--- src/rtl/instruction_loader.sv ---
// Instruction loader: takes 32-bit words over a valid/ready handshake and writes them
// big-endian, one byte per cycle, into byte-wide instruction memory. Optional macro
// INSTRUCTION_LOADER_CHECKSUM_EN adds an 8-bit running checksum output.
module instruction_loader #(
  parameter logic [31:0] BASE_ADDR   = 32'd0,
  parameter logic [31:0] DEPTH_BYTES = 32'd32
) (
  input  logic        clk,
  input  logic        rst_n,
  input  logic        start,
  input  logic        word_valid,
  input  logic [31:0] word_data,
  input  logic        word_last,
  output logic        word_ready,
  output logic        mem_we,
  output logic [31:0] mem_addr,
  output logic [7:0]  mem_wdata,
  output logic        busy,
  output logic        done,
  output logic        overflow
`ifdef INSTRUCTION_LOADER_CHECKSUM_EN
  ,
  output logic [7:0]  checksum
`endif
);

  localparam logic [31:0] END_ADDR = BASE_ADDR + DEPTH_BYTES;

  typedef enum logic [2:0] {IDLE, ACCEPT, WRITE, DONE, FULL} state_t;

  state_t      state;
  logic [31:0] ptr;
  logic [31:0] ptr_next;
  logic [31:0] word_q;
  logic        last_q;
  logic [1:0]  byte_idx;

  assign ptr_next = ptr + 32'd4;

  always_ff @(posedge clk or negedge rst_n) begin
    if (!rst_n) begin
      state      <= IDLE;
      ptr        <= BASE_ADDR;
      word_q     <= '0;
      last_q     <= 1'b0;
      byte_idx   <= '0;
      word_ready <= 1'b0;
      mem_we     <= 1'b0;
      mem_addr   <= '0;
      mem_wdata  <= '0;
      busy       <= 1'b0;
      done       <= 1'b0;
      overflow   <= 1'b0;
`ifdef INSTRUCTION_LOADER_CHECKSUM_EN
      checksum   <= '0;
`endif
    end else begin
      case (state)
        WRITE: begin
`ifdef INSTRUCTION_LOADER_CHECKSUM_EN
          checksum <= checksum + mem_wdata;
`endif
          if (byte_idx == 2'd3) begin
            mem_we   <= 1'b0;
            ptr      <= ptr_next;
            byte_idx <= '0;
            if (last_q) begin
              state <= DONE;
              busy  <= 1'b0;
              done  <= 1'b1;
            end else if (ptr_next == END_ADDR) begin
              state <= FULL;
              busy  <= 1'b0;
              done  <= 1'b1;
            end else begin
              state      <= ACCEPT;
              word_ready <= 1'b1;
            end
          end else begin
            // word_q shifts left so the next byte to emit is always at [23:16]
            mem_addr  <= mem_addr + 32'd1;
            mem_wdata <= word_q[23:16];
            word_q    <= {word_q[23:0], 8'h00};
            byte_idx  <= byte_idx + 2'd1;
          end
        end
        default: begin
          if (start) begin
            state      <= ACCEPT;
            ptr        <= BASE_ADDR;
            word_ready <= 1'b1;
            busy       <= 1'b1;
            done       <= 1'b0;
            overflow   <= 1'b0;
`ifdef INSTRUCTION_LOADER_CHECKSUM_EN
            checksum   <= '0;
`endif
          end else if (state == FULL && word_valid) begin
            overflow <= 1'b1;
          end
          // word_ready is high throughout ACCEPT, so valid alone completes the handshake;
          // a simultaneous start restarts the session and the word lands at BASE_ADDR.
          if (state == ACCEPT && word_valid) begin
            state      <= WRITE;
            word_ready <= 1'b0;
            word_q     <= word_data;
            last_q     <= word_last;
            byte_idx   <= '0;
            mem_we     <= 1'b1;
            mem_addr   <= start ? BASE_ADDR : ptr;
            mem_wdata  <= word_data[31:24];
          end
        end
      endcase
    end
  end

endmodule

--- config.mk ---
export PLATFORM = sky130hd
export DESIGN_NAME = instruction_loader
export DESIGN_NICKNAME = d
export VERILOG_FILES = /design/src/rtl/instruction_loader.sv
export SDC_FILE = /design/constraint.sdc
export NUM_CORES = 1
export LEC_CHECK = 0
export ABC_AREA = 1
export CORE_MARGIN = 2
export CORE_UTILIZATION = 40
export CTS_BUF_LIST = sky130_fd_sc_hd__clkbuf_8
export DETAILED_ROUTE_END_ITERATION = 12
export PLACE_DENSITY = 0.6
export SYNTH_ARGS = -nofsm -noshare
export SYNTH_HDL_FRONTEND = slang
export SYNTH_SLANG_ARGS = --single-unit
export TNS_END_PERCENT = 50
--- constraint.sdc ---
create_clock -name clk -period 4.3 [get_ports clk]
set_input_delay 0.86 -clock clk [delete_from_list [all_inputs] [get_ports clk]]
set_output_delay 0.86 -clock clk [all_outputs]
set_load 0.01 [all_outputs]
==> results.md <==
- The fraction of layout cells with a size suffix above 1 is 5.60%.
- The total I/O pin count is 82.
- After clock tree synthesis, the clock-pin slew on the worst setup and hold paths is roughly 0.12 ns.
- The H-tree level count is 3.
- The number of nets in the final layout is 1,053.
- Synthesis produced a netlist with a net count of 983.
- The final estimated routing congestion in global placement is 0.888.
- The die covers ~17,000 µm².
- The number of detailed-route iterations in the first pass is 5.
- The worst hold path passes through 2 cells.
- After clock tree synthesis, the setup repair step added 0 buffers.
- The pin slew with the least headroom to its limit is 0.896 ns.
- The most used standard cell by instance count after synthesis is sky130_fd_sc_hd__nand2_1.
- The end of the worst register-to-register path is mem_addr[22].
- The core box area is 15,900 µm².
- The diode insertion count for antenna repair is 0.
- The total setup violations reported at the end of the flow is 0.
- The data arrival time of the critical path is 3.13 ns.
- The maximum count of clock buffers along a single path is 2.
- The area of placed instances is around 7500 µm².
- The CTS tree is yes.
- Summing all multi-input logic gate instances after layout gives 3440 µm².
- After detailed routing, the number of remaining DRC violations is 0.
- Summed over all instances, the cell type with the most area after synthesis is sky130_fd_sc_hd__dfrtp_1.
- Tracing the worst setup path back leads to its startpoint at state[2].
- The first global-routing pass estimated 31.4 mm of wire.
- The final design area excluding fillers is just under 8000 µm².
- The worst hold path begins at word_q[0].
- The average instance in the mapped netlist occupies approximately 7 µm².
- The count of filler cells inserted in the layout is 1,679.
- Power spread over the standard cell area amounts to roughly 650 nW/µm².
- The slowest stage of the critical path is the sky130_fd_sc_hd__inv_2 cell.
- The synthesized instance count is roughly 940.
- The horizontal extent of the die is around 130 µm.
- Yosys attributes the largest share of cell area to sky130_fd_sc_hd__dfrtp_1 41%, sky130_fd_sc_hd__nand2_1 18%, sky130_fd_sc_hd__nor2_1 9.5%.
- On the worst path, the slowest cell contributes a delay of 0.52 ns.
- The total wire length after detailed routing is 19.2 mm.
- Derived from the worst setup path, the maximum achievable clock frequency is 355 MHz.
- The count of final hold-check violations came to 0.
- The number of buffer and inverter stages on the critical path is 4.
- The initialized floorplan defines 46 standard-cell rows.
- STA classifies the critical path startpoint as a register.
- The final route contains 6,362 vias.
- The sequential-to-total area share from yosys stat is 41.2%.
- The design draws 5.07 mW.
- The overflow left after global routing is 0.
- Dividing the final minimum period by the clock period gives 65.6%.
- Buffers inserted to repair hold after CTS numbered 0.
- The total of buffers placed on input and output ports is 81.
- Entering global routing, the biggest net connects 76 pins.
- The worst hold path terminates at word_q[0].
- Synthesis instantiated 35 different standard cells from the library.
- The critical setup path kind is reg2reg.
- The worst setup path is captured at a register.
- The remaining antenna violation count is 0.
- In this run the static leakage power is 3.30 nW.
- The worst reg2reg path depth is 9.
- In the final routed layout, each cell accounts on average for 15.6 µm.
- The max-slew violation count is 0.
- Summed over its instances, the top area cell type makes up about 40% of the synthesized netlist area.
- The tree is rooted in a sky130_fd_sc_hd__clkbuf_8.
- The detailed placer's ending HPWL is about 14 mm.
- The max-cap check violation count is 0.
- The initial antenna violation count is 0.
- Across the whole layout, storage elements account for 2680 µm².
- The number of vias per cell after detailed routing is 5.16.
- Global routing consumed, over all layers together, 22.6% of the routing resources.
- The relative area change from synthesis to final layout is 19.3%.
- The path category of the worst min-delay check is reg2reg.
- The effective utilization at floorplan is 41.0%.
- STA puts the critical path data required time at between 4 and 5 ns.
- In this run the register-to-register setup slack is 1.48 ns.
- Counting flops with an async set or reset pin after synthesis yields a share of 100%.
- The source-to-sink clock delay at the later pin of the worst-skew pair is about 0.40 ns.
- The launching point of the worst reg2reg path is state[2].
- The run finished with clean final reports.
- Setup repair after global routing left no endpoint under its margin.
- The number of cells upsized or downsized after cts is 0.
- Clock tree synthesis found a total of 107 sinks.
- The mapped netlist covers 6510 µm².
- In this run, CTS created clock tree buffers numbering 9.
- The number of global-route vias before repair is 5,806.
- Grouping stages by cell kind, the critical path spends the most delay in buffers and inverters.
- The final critical delay including setup and external delays is 2.82 ns.
- The y dimension of the die is 132 µm.
- IR analysis of the VDD net gives a maximum drop of between 300 and 400 µV.
- The total number of yosys warnings is 0.
- The relative slew slack is 40.2%.
- Clock skew on the completed layout was measured at 0.0130 ns.
- For this run, the leading register cell type out of synthesis is sky130_fd_sc_hd__dfrtp_1.
- The commonest cells after synthesis are 319 x sky130_fd_sc_hd__nand2_1, 164 x sky130_fd_sc_hd__nor2_1, 107 x sky130_fd_sc_hd__dfrtp_1.
- Walking the worst path, the cells encountered are nor3_4 -> inv_2 -> nor2_2 -> nor2_1 -> buf_4 -> inv_2 -> buf_4 -> nor2_1 -> a31oi_1.
- The final-layout setup total negative slack is 0 ns.
- The maximum fanout along the worst path is 40.
- The synthesized design contains ~110 register bits.
- The number of synthesized flops with an enable pin is 0.
- In this run, the number of DRC markers left after iteration 0 of detailed routing was 475.
==> area by class of cell <==
type                            count  area share (%)
Timing Repair Buffer               92            11.6
Inverter                           70            3.38
Clock buffer                       10            1.77
Tap cell                          216            3.48
Sequential cell                   107            34.5
Clock inverter                      6           0.999
Multi-Input combinational cell    732            44.2
==> worst max path at each step <==
| stage | endpoint | slack [ns] | depth (start not counted) |
|---|---|---|---|
| final | mem_addr[22] | 1.48 | 9 |
| after global routing | mem_addr[31] | 1.22 | 9 |
| after CTS | mem_addr[22] | 1.46 | 9 |
| after detailed placement | mem_addr[22] | 1.27 | 9 |
| after global placement | mem_addr[19] | 1.33 | 9 |
| after floorplan | mem_addr[18] | 2.33 | 7 |
==> cells by family (layout without fill, tap and decap cells) <==
kind of cell,count (synthesis),count (layout),share of synthesized area [%]
buf+inv,103,178,6.13
simple gates,586,586,38.2
xor+xnor,13,13,1.75
compound gates,129,129,12.0
fa+ha+maj,4,4,0.769
flops,107,107,41.2
==> worst register-to-register path, cell delays in order, from the launching register on <==
cell                      delay, ns
sky130_fd_sc_hd__dfrtp_1       0.46
sky130_fd_sc_hd__nor3_4        0.20
sky130_fd_sc_hd__inv_2         0.31
sky130_fd_sc_hd__nor2_2        0.36
sky130_fd_sc_hd__nor2_1        0.09
sky130_fd_sc_hd__buf_4         0.21
sky130_fd_sc_hd__inv_2         0.53
sky130_fd_sc_hd__buf_4         0.35
sky130_fd_sc_hd__nor2_1        0.06
sky130_fd_sc_hd__a31oi_1       0.17
==> metal layers <==
metal	global-route usage, %	vias to the layer above	part of all wire (%)
met5	0	-	0
met2	34.2	154	44
li1	-	3240	-
met3	4.09	28	4.6
met4	6.16	0	2.3
met1	33.2	2940	49
==> state kept, by name (all words and copies together), names as in the netlist, 2 cells and up <==
name / flops
mem_addr: 32
ptr: 32
word_q: 24
mem_wdata: 8
state: 3
byte_idx: 2
==> cell usage in the layout, fill, tap and decap left out, types with 5 or more instances in the layout <==
cell type	synthesis	final
sky130_fd_sc_hd__o21ai_0	22	22
sky130_fd_sc_hd__nand3_1	33	33
sky130_fd_sc_hd__dfrtp_1	107	107
sky130_fd_sc_hd__clkdlybuf4s50_1	0	80
sky130_fd_sc_hd__xor2_1	8	8
sky130_fd_sc_hd__nor2_1	164	164
sky130_fd_sc_hd__a22o_1	6	6
sky130_fd_sc_hd__nand4_1	14	14
sky130_fd_sc_hd__clkbuf_8	0	10
sky130_fd_sc_hd__a21oi_1	17	17
sky130_fd_sc_hd__buf_4	0	11
sky130_fd_sc_hd__nor3_1	9	9
sky130_fd_sc_hd__nand2_1	319	319
sky130_fd_sc_hd__a31oi_1	71	71
sky130_fd_sc_hd__nand3b_1	14	14
sky130_fd_sc_hd__inv_1	67	67
sky130_fd_sc_hd__xnor2_1	5	5
sky130_fd_sc_hd__nor4_1	5	5
sky130_fd_sc_hd__nor2_4	9	9
sky130_fd_sc_hd__o22ai_1	6	6
sky130_fd_sc_hd__nand2_2	9	9
==> power breakdown <==
group | internal, mW | leakage [nW] | total (mW) | switching, mW
clock network | 0.298 | 0.107 | 0.695 | 0.397
logic | 1.03 | 1.88 | 2.41 | 1.38
registers | 1.43 | 1.32 | 1.97 | 0.534
==> per-stage QoR <==
| step | setup WS, ns | hold WS, ns | util, % | cells |
|---|---|---|---|---|
| 2_1_floorplan | 2.33 | 0.442 | - | 942 |
| 3_3_place_gp | 1.33 | 0.456 | 47.5 | 1217 |
| 3_5_place_dp | 1.27 | 0.464 | 47.5 | 1217 |
| 4_1_cts | 1.46 | 0.496 | 48.9 | 1233 |
| 5_1_grt | 1.22 | 0.524 | 48.9 | 1233 |
| 6_report | 1.48 | 0.492 | 48.9 | 1233 |
(Power assumes the default switching activity.)
